--- config.mk ---
export PLATFORM = sky130hd
export DESIGN_NAME = instr_phase_sequencer_flat
export DESIGN_NICKNAME = d
export VERILOG_FILES = /design/src/rtl/instr_phase_sequencer_pkg.sv /design/src/rtl/instr_phase_sequencer_if.sv /design/src/rtl/instr_phase_sequencer_xpt_counter.sv /design/src/rtl/instr_phase_sequencer.sv /design/src/flat_wrapper.sv
export SDC_FILE = /design/constraint.sdc
export NUM_CORES = 1
export LEC_CHECK = 0
export BUFFER_PORTS_ARGS = -buffer_cell sky130_fd_sc_hd__buf_4
export CAP_MARGIN = 20
export CORE_ASPECT_RATIO = 1.5
export CORE_MARGIN = 2
export CORE_UTILIZATION = 35
export CTS_CLUSTER_SIZE = 30
export DETAILED_ROUTE_END_ITERATION = 10
export GPL_TIMING_DRIVEN = 0
export PLACE_DENSITY = 0.67
export SLEW_MARGIN = 20
export SYNTH_ARGS = -nofsm -noshare
export SYNTH_HDL_FRONTEND = slang
export SYNTH_SLANG_ARGS = --single-unit
--- constraint.sdc ---
create_clock -name clk -period 2 [get_ports clk]
set_clock_uncertainty 0.1 [all_clocks]
set_input_delay 0.2 -clock clk [delete_from_list [all_inputs] [get_ports clk]]
set_output_delay 0.2 -clock clk [all_outputs]
set_load 0.01 [all_outputs]
--- src/rtl/instr_phase_sequencer_pkg.sv ---
// Shared definitions for the instruction phase sequencer: mode encoding,
// phase-counter geometry and the default opcode-latch reset value.
package instr_phase_sequencer_pkg;

  typedef enum logic [1:0] {
    MODE_M1 = 2'd0,
    MODE_MR = 2'd1,
    MODE_EX = 2'd2
  } mode_t;

  localparam int              XPT_W   = 4;
  localparam logic [XPT_W-1:0] XPT_MAX = 4'd15;

  localparam logic [7:0] ITABLE_RESET_DEFAULT = 8'h00;

endpackage

--- src/rtl/instr_phase_sequencer_if.sv ---
// Memory handshake, decoder pulses and sequencer status, as seen by the
// sequencer (master) and by the memory/decoder side (slave).
interface instr_phase_sequencer_if #(
  parameter int RETIRE_W = 8
);
  import instr_phase_sequencer_pkg::*;

  logic                MEM_ACK;
  logic [7:0]          DATA_IN;
  logic                PR_Reset_XPT;
  logic                P2_Set_CM1;
  logic                P2_Reset_ITABLE;
  logic                P2_Set_CMR;
  logic                Pa_Ophd;

  logic                DEC_ENABLE;
  logic [XPT_W-1:0]    XPT;
  logic [XPT_W-1:0]    notXPT;
  logic [7:0]          ITABLE;
  logic [7:0]          notITABLE;
  logic [7:0]          OP;
  logic [7:0]          OPold;
  logic                MEM_REQ;
  logic                MODE_M1;
  logic                MODE_MR;
  logic [RETIRE_W-1:0] RETIRED;
  logic                XPT_OVF;

  modport master (
    input  MEM_ACK, DATA_IN, PR_Reset_XPT, P2_Set_CM1, P2_Reset_ITABLE,
           P2_Set_CMR, Pa_Ophd,
    output DEC_ENABLE, XPT, notXPT, ITABLE, notITABLE, OP, OPold, MEM_REQ,
           MODE_M1, MODE_MR, RETIRED, XPT_OVF
  );

  modport slave (
    output MEM_ACK, DATA_IN, PR_Reset_XPT, P2_Set_CM1, P2_Reset_ITABLE,
           P2_Set_CMR, Pa_Ophd,
    input  DEC_ENABLE, XPT, notXPT, ITABLE, notITABLE, OP, OPold, MEM_REQ,
           MODE_M1, MODE_MR, RETIRED, XPT_OVF
  );

endinterface

--- src/rtl/instr_phase_sequencer_xpt_counter.sv ---
// Execution-phase counter: clear beats increment, increment saturates at
// XPT_MAX and records the lost step in a sticky overflow flag.
module instr_phase_sequencer_xpt_counter
  import instr_phase_sequencer_pkg::*;
(
  input  logic             clk,
  input  logic             reset,
  input  logic             clear,
  input  logic             inc,
  output logic [XPT_W-1:0] xpt,
  output logic             ovf
);

  always_ff @(posedge clk) begin
    if (reset) begin
      xpt <= '0;
      ovf <= 1'b0;
    end else if (clear) begin
      xpt <= '0;
    end else if (inc) begin
      if (xpt == XPT_MAX) ovf <= 1'b1;
      else                xpt <= xpt + 1'b1;
    end
  end

endmodule

--- src/rtl/instr_phase_sequencer.sv ---
// Fetches opcode/operand bytes over req/ack and runs the execute phase
// that the downstream decoders steer through their control pulses.
//
//   mode    | meaning
//   --------+--------------------------------------------------
//   MODE_M1 | opcode fetch: MEM_REQ high until MEM_ACK
//   MODE_MR | operand fetch: MEM_REQ high until MEM_ACK
//   MODE_EX | execute: decoders enabled, XPT advances per cycle
module instr_phase_sequencer
  import instr_phase_sequencer_pkg::*;
#(
  parameter logic [7:0] ITABLE_RESET = ITABLE_RESET_DEFAULT,
  parameter int         RETIRE_W     = 8
) (
  input logic                     clk,
  input logic                     reset,
  instr_phase_sequencer_if.master bus
);

  mode_t               mode_q, mode_d;
  logic                xpt_clear, xpt_inc;
  logic                load_itable, clr_itable, load_op, retire;
  logic [XPT_W-1:0]    xpt;
  logic                xpt_ovf;
  logic [7:0]          itable_q, op_q, opold_q;
  logic [RETIRE_W-1:0] retired_q;

  always_ff @(posedge clk) begin
    if (reset) mode_q <= MODE_M1;
    else       mode_q <= mode_d;
  end

  always_comb begin
    mode_d      = mode_q;
    xpt_clear   = 1'b0;
    xpt_inc     = 1'b0;
    load_itable = 1'b0;
    clr_itable  = 1'b0;
    load_op     = 1'b0;
    retire      = 1'b0;
    case (mode_q)
      MODE_M1: begin
        if (bus.MEM_ACK) begin
          load_itable = 1'b1;
          xpt_clear   = 1'b1;
          mode_d      = MODE_EX;
        end
      end
      MODE_MR: begin
        if (bus.MEM_ACK) begin
          load_op = 1'b1;
          xpt_inc = 1'b1;
          mode_d  = MODE_EX;
        end
      end
      MODE_EX: begin
        clr_itable = bus.P2_Reset_ITABLE;
        retire     = bus.Pa_Ophd;
        if (bus.P2_Set_CM1) begin
          mode_d    = MODE_M1;
          xpt_clear = 1'b1;
        end else begin
          if (bus.P2_Set_CMR) mode_d = MODE_MR;
          // an XPT reset wins over both the operand-fetch hold and the step
          xpt_clear = bus.PR_Reset_XPT;
          xpt_inc   = !bus.PR_Reset_XPT && !bus.P2_Set_CMR;
        end
      end
      default: mode_d = MODE_M1;
    endcase
  end

  instr_phase_sequencer_xpt_counter u_xpt_counter (
    .clk   (clk),
    .reset (reset),
    .clear (xpt_clear),
    .inc   (xpt_inc),
    .xpt   (xpt),
    .ovf   (xpt_ovf)
  );

  always_ff @(posedge clk) begin
    if (reset) begin
      itable_q  <= ITABLE_RESET;
      op_q      <= 8'h00;
      opold_q   <= 8'h00;
      retired_q <= '0;
    end else begin
      if (load_itable)     itable_q <= bus.DATA_IN;
      else if (clr_itable) itable_q <= ITABLE_RESET;
      if (load_op) begin
        opold_q <= op_q;
        op_q    <= bus.DATA_IN;
      end
      if (retire) retired_q <= retired_q + 1'b1;
    end
  end

  assign bus.DEC_ENABLE = (mode_q == MODE_EX);
  assign bus.MEM_REQ    = (mode_q == MODE_M1) || (mode_q == MODE_MR);
  assign bus.MODE_M1    = (mode_q == MODE_M1);
  assign bus.MODE_MR    = (mode_q == MODE_MR);
  assign bus.XPT        = xpt;
  assign bus.notXPT     = ~xpt;
  assign bus.ITABLE     = itable_q;
  assign bus.notITABLE  = ~itable_q;
  assign bus.OP         = op_q;
  assign bus.OPold      = opold_q;
  assign bus.RETIRED    = retired_q;
  assign bus.XPT_OVF    = xpt_ovf;

endmodule

--- src/flat_wrapper.sv ---
// flat-port wrapper written by rule: the top's interface ports become plain ports
module instr_phase_sequencer_flat import instr_phase_sequencer_pkg::*;
#(
  parameter logic [7:0] ITABLE_RESET = ITABLE_RESET_DEFAULT,
  parameter int         RETIRE_W     = 8
)
  (clk, reset, bus_MEM_ACK, bus_DATA_IN, bus_PR_Reset_XPT, bus_P2_Set_CM1, bus_P2_Reset_ITABLE, bus_P2_Set_CMR, bus_Pa_Ophd, bus_DEC_ENABLE, bus_XPT, bus_notXPT, bus_ITABLE, bus_notITABLE, bus_OP, bus_OPold, bus_MEM_REQ, bus_MODE_M1, bus_MODE_MR, bus_RETIRED, bus_XPT_OVF);
  instr_phase_sequencer_if #(.RETIRE_W(RETIRE_W)) bus_i ();
  input logic clk;
  input logic reset;
  input wire logic [$bits(bus_i.MEM_ACK)-1:0] bus_MEM_ACK;
  input wire logic [$bits(bus_i.DATA_IN)-1:0] bus_DATA_IN;
  input wire logic [$bits(bus_i.PR_Reset_XPT)-1:0] bus_PR_Reset_XPT;
  input wire logic [$bits(bus_i.P2_Set_CM1)-1:0] bus_P2_Set_CM1;
  input wire logic [$bits(bus_i.P2_Reset_ITABLE)-1:0] bus_P2_Reset_ITABLE;
  input wire logic [$bits(bus_i.P2_Set_CMR)-1:0] bus_P2_Set_CMR;
  input wire logic [$bits(bus_i.Pa_Ophd)-1:0] bus_Pa_Ophd;
  output wire logic [$bits(bus_i.DEC_ENABLE)-1:0] bus_DEC_ENABLE;
  output wire logic [$bits(bus_i.XPT)-1:0] bus_XPT;
  output wire logic [$bits(bus_i.notXPT)-1:0] bus_notXPT;
  output wire logic [$bits(bus_i.ITABLE)-1:0] bus_ITABLE;
  output wire logic [$bits(bus_i.notITABLE)-1:0] bus_notITABLE;
  output wire logic [$bits(bus_i.OP)-1:0] bus_OP;
  output wire logic [$bits(bus_i.OPold)-1:0] bus_OPold;
  output wire logic [$bits(bus_i.MEM_REQ)-1:0] bus_MEM_REQ;
  output wire logic [$bits(bus_i.MODE_M1)-1:0] bus_MODE_M1;
  output wire logic [$bits(bus_i.MODE_MR)-1:0] bus_MODE_MR;
  output wire logic [$bits(bus_i.RETIRED)-1:0] bus_RETIRED;
  output wire logic [$bits(bus_i.XPT_OVF)-1:0] bus_XPT_OVF;
  assign bus_i.MEM_ACK = bus_MEM_ACK;
  assign bus_i.DATA_IN = bus_DATA_IN;
  assign bus_i.PR_Reset_XPT = bus_PR_Reset_XPT;
  assign bus_i.P2_Set_CM1 = bus_P2_Set_CM1;
  assign bus_i.P2_Reset_ITABLE = bus_P2_Reset_ITABLE;
  assign bus_i.P2_Set_CMR = bus_P2_Set_CMR;
  assign bus_i.Pa_Ophd = bus_Pa_Ophd;
  assign bus_DEC_ENABLE = bus_i.DEC_ENABLE;
  assign bus_XPT = bus_i.XPT;
  assign bus_notXPT = bus_i.notXPT;
  assign bus_ITABLE = bus_i.ITABLE;
  assign bus_notITABLE = bus_i.notITABLE;
  assign bus_OP = bus_i.OP;
  assign bus_OPold = bus_i.OPold;
  assign bus_MEM_REQ = bus_i.MEM_REQ;
  assign bus_MODE_M1 = bus_i.MODE_M1;
  assign bus_MODE_MR = bus_i.MODE_MR;
  assign bus_RETIRED = bus_i.RETIRED;
  assign bus_XPT_OVF = bus_i.XPT_OVF;
  instr_phase_sequencer #(.ITABLE_RESET(ITABLE_RESET), .RETIRE_W(RETIRE_W)) u_core (.clk(clk), .reset(reset), .bus(bus_i));
endmodule
; Word level (Yosys, flattened, before mapping)
; Index checks and enable logic that the tools add are counted.
[totals]
reg_bits = 39
inputBits = 16
output_inout_bits = 53
word_cells = 44
[op_classes]
n_addsub = 2
eq_ne = 5
n_mux = 15
bitwise_logic = 4
reduce_logical = 11
[ops]
columns = operator, count
row1 = $mux W8, 2
row2 = $add A8 B1 Y8 const B, 1
row3 = $not A8 Y8, 1
row4 = $mux W1, 7
row5 = $mux W2, 3
row6 = $add A4 B1 Y4 const B, 1
row7 = $eq A4 B4 Y1 const B, 1
row8 = $not A4 Y4, 1
row9 = $pmux W1 S2, 2
row10 = $pmux W2 S2, 1
row11 = $reduce_and A2 Y1, 2
row12 = $reduce_or A2 Y1, 2
row13 = $ne A3 B3 Y1 const B, 1
row14 = $reduce_and A3 Y1, 1
row15 = $eq A2 B1 Y1 const B, 1
row16 = $eq A2 B2 Y1 const B, 1
row17 = $logic_not A1 Y1, 2
row18 = $logic_not A2 Y1, 1
row19 = $ne A2 B1 Y1 const B, 1
row20 = $not A1 Y1, 2
row21 = $reduce_bool A2 Y1, 1
row22 = $logic_and A1 B1 Y1, 1
row23 = $logic_or A1 B1 Y1, 1

; Depth between registers and ports, before layout
[depth]
ltp_word = 5
ltp_mapped = 7
depth_no_buf = 6

; Hierarchy
; Synthesis repeated with hierarchy kept, for this count alone.
[unflattened]
cells_unflattened = 201
hier_area_um2 = 1694.1
[by_module_without_submodules]
columns = module, n_inst, cells_per_inst, area_per_inst_um2, seq_area_each_um2
row1 = instr_phase_sequencer, 1, 176, 1438.9, 680.7
row2 = instr_phase_sequencer_xpt_counter, 1, 25, 255.2, 100.1

; Worst setup path after synthesis
; Ideal clock, no wire load.
[synth_path]
kind = reg-to-reg
from = register u_core.mode_q[0]
to = register u_core.mode_q[1]
setup_ns = 0.070
t_arrival_ns = 1.647
required_time_ns = 1.830
slack_ns = 0.182
path_stages_with_launch = 8
path_buffers = 1
synth_period_minus_slack_ns = 1.818
path_cell_list = dfxtp_1 inv_1 ha_1 buf_4 nand2b_1 nor2_1 or4b_2 a21oi_1
[synth_between]
word_cells_on_any_way = 8
classes_between = eq/ne (4) / mux (1) / reduce/logical (3)
[synth_rtl]
columns = item, line
row1 = from (decl), instr_phase_sequencer.sv:20  ; mode_t mode_q, mode_d;
row2 = from (signal assigned), instr_phase_sequencer.sv:30  ; else mode_q <= mode_d;
row3 = $eq A2 B2 Y1 *, -
row4 = net bus_DEC_ENABLE, flat_wrapper.sv:18  ; output wire logic [$bits(bus_i.DEC_ENABLE)-1:0] bus_DEC_ENABLE;
row5 = $ne A3 B3 Y1 (no source line), -
row6 = $reduce_and A2 Y1 (no source line), -
; The timed path passes the listed nets; every way through them passes the cells marked *.
; A chain may end at the register's enable or synchronous reset.

; Worst setup path after layout
[layout_path]
from = register u_core.mode_q[0]
to = register u_core.mode_q[1]
[layout_between]
elab_chain_cells = 4
word_cells_on_any_way = 8
classes_between = eq/ne (4) / mux (1) / reduce/logical (3)
[layout_lines]
columns = item, line
row1 = $eq A2 B1 Y1 or $logic_not A2 Y1 (tied branches), instr_phase_sequencer.sv:41  ; case (mode_q)
row2 = $reduce_or A2 Y1 (no source line), -
row3 = $ne A2 B1 Y1 (no source line), -
row4 = $reduce_and A2 Y1 (no source line), -
; Several ways; a longest one is shown, not always the timed one.

==> flow_metrics.py <==
metrics = {
    "synth": {
        "yosysWarnings": 0,
        "synth_xor_area_frac": 0.03758,
        "ys_types": 28,
        "yosys.area.top_type": "dfxtp_1",
        "synth_fp_nets": 220,
        "synth-seq-area-share": 0.4785,
        "syn-cell-area_um2": 1632,
        "synthAdderAreaFrac": 0.04601,
        "synth_compound_area_frac": 0.1465,
        "synth_area_leaders": "dfxtp_1 48%, nand2_1 9.0%, a21oi_1 6.7%",
        "synth-seq-cells": 39,
        "synth.avg_cell_area_um2": 8.240,
        "synth_top_family_by_area": "simple AND/OR/NAND/NOR gates",
        "synth_top_area_share": 0.4785,
        "synth-simple-area-share": 0.2224,
        "synthCells": 198,
        "muxShareOfSynthArea": 0.006135,
    },
    "timing": {
        "setup_tns_ns": 0,
        "worst_slew_pin_slew_ns": 0.5041,
        "setup_viol": 0,
        "holdWs_ns": 0.05890,
        "fin_crit_sh": 0.9354,
        "relSlewSlack": 0.6639,
        "grt_setup_unrepaired": "no",
        "max_freq_ghz": 0.5346,
        "final_hold_viol_count": 0,
        "fin_crit_ns": 1.871,
        "final_max_slew_viol_count": 0,
    },
    "floorplanning": {
        "die_h_um": 87.62,
        "dieArea_um2": 5235,
        "die_w_um": 59.75,
        "pin_count": 69,
        "rows": 30,
        "placeableCoreArea_um2": 4504,
        "start_util": 0.3622,
    },
    "global_routing": {
        "grt_pass1_vias": 1401,
        "grt_usage": 0.1554,
        "grt_max_degree": 13,
        "grt_first_pass_wirelength_um": 6210,
        "antenna_found_initial": 0,
        "grt_overflow": 0,
    },
    "pwr": {
        "p_leak_nw": 0.9859,
        "p_per_area_nw_per_um2": 770.2,
        "irDropWorstVdd_mv": 0.3528,
    },
    "cells_and_area": {
        "diodes": 0,
        "drive_above_1_share": 0.3091,
        "ff_latch_area_um2": 780.7,
        "multi_input_area_um2": 754.5,
        "fin_cells": 323,
        "syn_to_final_growth_pct": 44.17,
        "final_util": 0.5222,
        "final_nets": 296,
        "n_fill_cell": 462,
    },
    "clock_network": {
        "cts.sinks": 39,
        "worstSkewPairLatency_ns": 0.29,
        "clkSlewWorstSetupHoldPaths_ns": 0.07,
        "numCtsBuffers": 5,
        "cts_tree": "done",
        "htreeDepth": 2,
        "cts_root_buffer": "clkbuf_8",
        "ctsLongestPathBuffers": 2,
    },
    "worst_setup_path": {
        "crit-reg2reg-launch": "u_core.mode_q[0]$_SDFFE_PP0P_",
        "r2r_slack_ns": 0.13,
        "startpoint_type": "flop",
        "crit_required_ns": 2.12,
        "cp_num_buf_inv": 2,
        "cpPeakStageDelay_ns": 0.60,
        "slowest_stage": "or4b_2",
        "crit_family": "simple AND/OR/NAND/NOR gates",
        "cp_max_fo": 9,
        "path_class": "flop to flop",
        "r2r_end": "u_core.mode_q[1]$_SDFFE_PP0P_",
        "r2r_cells": 7,
        "worst_setup_path_end_kind": "flop",
        "cp.arrival_ns": 1.99,
        "path_cells": "inv_1 -> ha_2 -> buf_6 -> nand2b_1 -> nor2_1 -> or4b_2 -> a21oi_1",
    },
    "run_status": {
        "status": "finished clean",
    },
    "drt": {
        "drc_errors": 0,
        "vias": 1559,
        "antenna_left": 0,
        "routed_via_density": 4.827,
        "wl_per_cell_um": 11.86,
        "drt-initial-drc-count": 29,
        "drt_wl_total_um": 3832,
        "detail_route.first_pass.iterations": 4,
    },
    "placed_design": {
        "port_buffers": 67,
        "gp_congestion": 0.7631,
        "hpwl_um": 2969,
        "placed_cells": 313,
    },
    "min_path": {
        "worstHoldStart": "bus_DATA_IN[7]",
        "hold_path_class": "primary input to flop",
        "hold-path-cell-count": 3,
        "min_to": "u_core.bus.OP[7]$_SDFFE_PP0N_",
    },
    "flow_run": {
        "cap_violations": 0,
    },
}
## how the worst max path moves through the flow
stage	slack, ns	cells after the start	startpoint	to
finish	0.13	7	u_core.mode_q[0]$_SDFFE_PP0P_	u_core.mode_q[1]$_SDFFE_PP0P_
global route	0.002	7	u_core.mode_q[0]$_SDFFE_PP0P_	u_core.u_xpt_counter.xpt[3]$_SDFFE_PP0P_
CTS	0.06	7	u_core.mode_q[0]$_SDFFE_PP0P_	u_core.mode_q[1]$_SDFFE_PP0P_
detailed placement	0.01	7	u_core.mode_q[0]$_SDFFE_PP0P_	u_core.bus.ITABLE[1]$_SDFFE_PP0P_
global placement	0.05	7	u_core.mode_q[0]$_SDFFE_PP0P_	u_core.bus.ITABLE[1]$_SDFFE_PP0P_
floorplan	0.18	7	u_core.mode_q[0]$_SDFFE_PP0P_	u_core.mode_q[1]$_SDFFE_PP0P_
## sequential cells by signal (all words and copies together), names as in the netlist
name / count
u_core.bus.OPold: 8
u_core.u_xpt_counter.ovf: 1
u_core.mode_q: 2
u_core.bus.ITABLE: 8
u_core.u_xpt_counter.xpt: 4
u_core.bus.OP: 8
u_core.bus.RETIRED: 8
## final cells by class
cell class	count	area share
Clock buffer	6	0.03085
Tap cell	48	0.02553
Buffer	9	0.01968
Clock inverter	2	0.02553
Sequential cell	39	0.3319
Inverter	16	0.02553
Timing Repair Buffer	69	0.2202
Multi-Input combinational cell	134	0.3207
## cells in the mapped netlist (all sizes together)
cell type,count
nand4,1
xor2,3
mux2i,1
a21oi,22
inv,16
nand3,6
and3,3
or4b,1
clkbuf,6
o32ai,1
nand2,39
or2,1
ha,6
a211oi,2
o211ai,2
a22oi,8
or3,2
xnor2,4
nor4b,1
nor2,20
o21ai,5
buf,3
dfxtp,39
and2,2
nand2b,1
nor3,3
## where the power goes
group / total, mW / switching [mW] / internal, mW / leakage [nW]
clock network: 0.771 / 0.273 / 0.499 / 0.0654
logic: 0.226 / 0.118 / 0.108 / 0.605
registers: 0.814 / 0.0176 / 0.796 / 0.316
## repair_timing
action                                  4_1_cts  5_1_grt
pin swaps                                     0        1
buffers inserted                              0        2
resized for setup                             1        2
endpoints found under the setup margin        3        2
hold endpoints to repair                      0        0
hold buffers                                  0        0
## stage by stage
stage,power [mW],worst slack (ns),instance area (um2)
after floorplan,0.9442,0.1821,1632
after global placement,1.053,0.05205,2195
after detailed placement,1.056,0.01347,2195
after CTS,1.827,0.06140,2331
after global routing,1.889,0.002361,2352
final,1.812,0.1293,2352
## worst register-to-register path: stages, from the launching register on
cell and delay [ns]:
dfxtp_1 0.40, inv_1 0.09, ha_2 0.20, buf_6 0.14
nand2b_1 0.09, nor2_1 0.05, or4b_2 0.60, a21oi_1 0.13
## cell families after synthesis
family                     Yosys count
muxes                                1
and+or+nand+nor                     80
xor gates and xnor gates             7
AOI/OAI and AO/OA                   40
buffers and inverters               25
DFF                                 39
adders and majority gates            6
## cells in the final DEF, fill, tap and decap left out, drive strengths merged
| cell type | Yosys | layout |
|---|---|---|
| buf | 3 | 72 |
| nand2 | 39 | 39 |
| dfxtp | 39 | 39 |
| a21oi | 22 | 22 |
| nor2 | 20 | 20 |
| inv | 16 | 16 |
| clkbuf | 6 | 12 |
| a22oi | 8 | 8 |
| nand3 | 6 | 6 |
| ha | 6 | 6 |
| o21ai | 5 | 5 |
| xnor2 | 4 | 4 |
| nor3 | 3 | 3 |
| and3 | 3 | 3 |
| xor2 | 3 | 3 |
| and2 | 2 | 2 |
| or3 | 2 | 2 |
| a211oi | 2 | 2 |
| bufinv | 0 | 2 |
| o211ai | 2 | 2 |
| nand4 | 1 | 1 |
| nor4b | 1 | 1 |
| nand2b | 1 | 1 |
| or4b | 1 | 1 |
| mux2i | 1 | 1 |
| or2 | 1 | 1 |
| o32ai | 1 | 1 |
## layer usage
metal / up-vias / track usage / share of wire
met5: - / 0 / 0
met4: 0 / 0.07273 / 0.021
met3: 6 / 0.03693 / 0.051
met2: 44 / 0.2816 / 0.53
met1: 705 / 0.1633 / 0.39
li1: 804 / - / -
(Power assumes the default switching activity.)
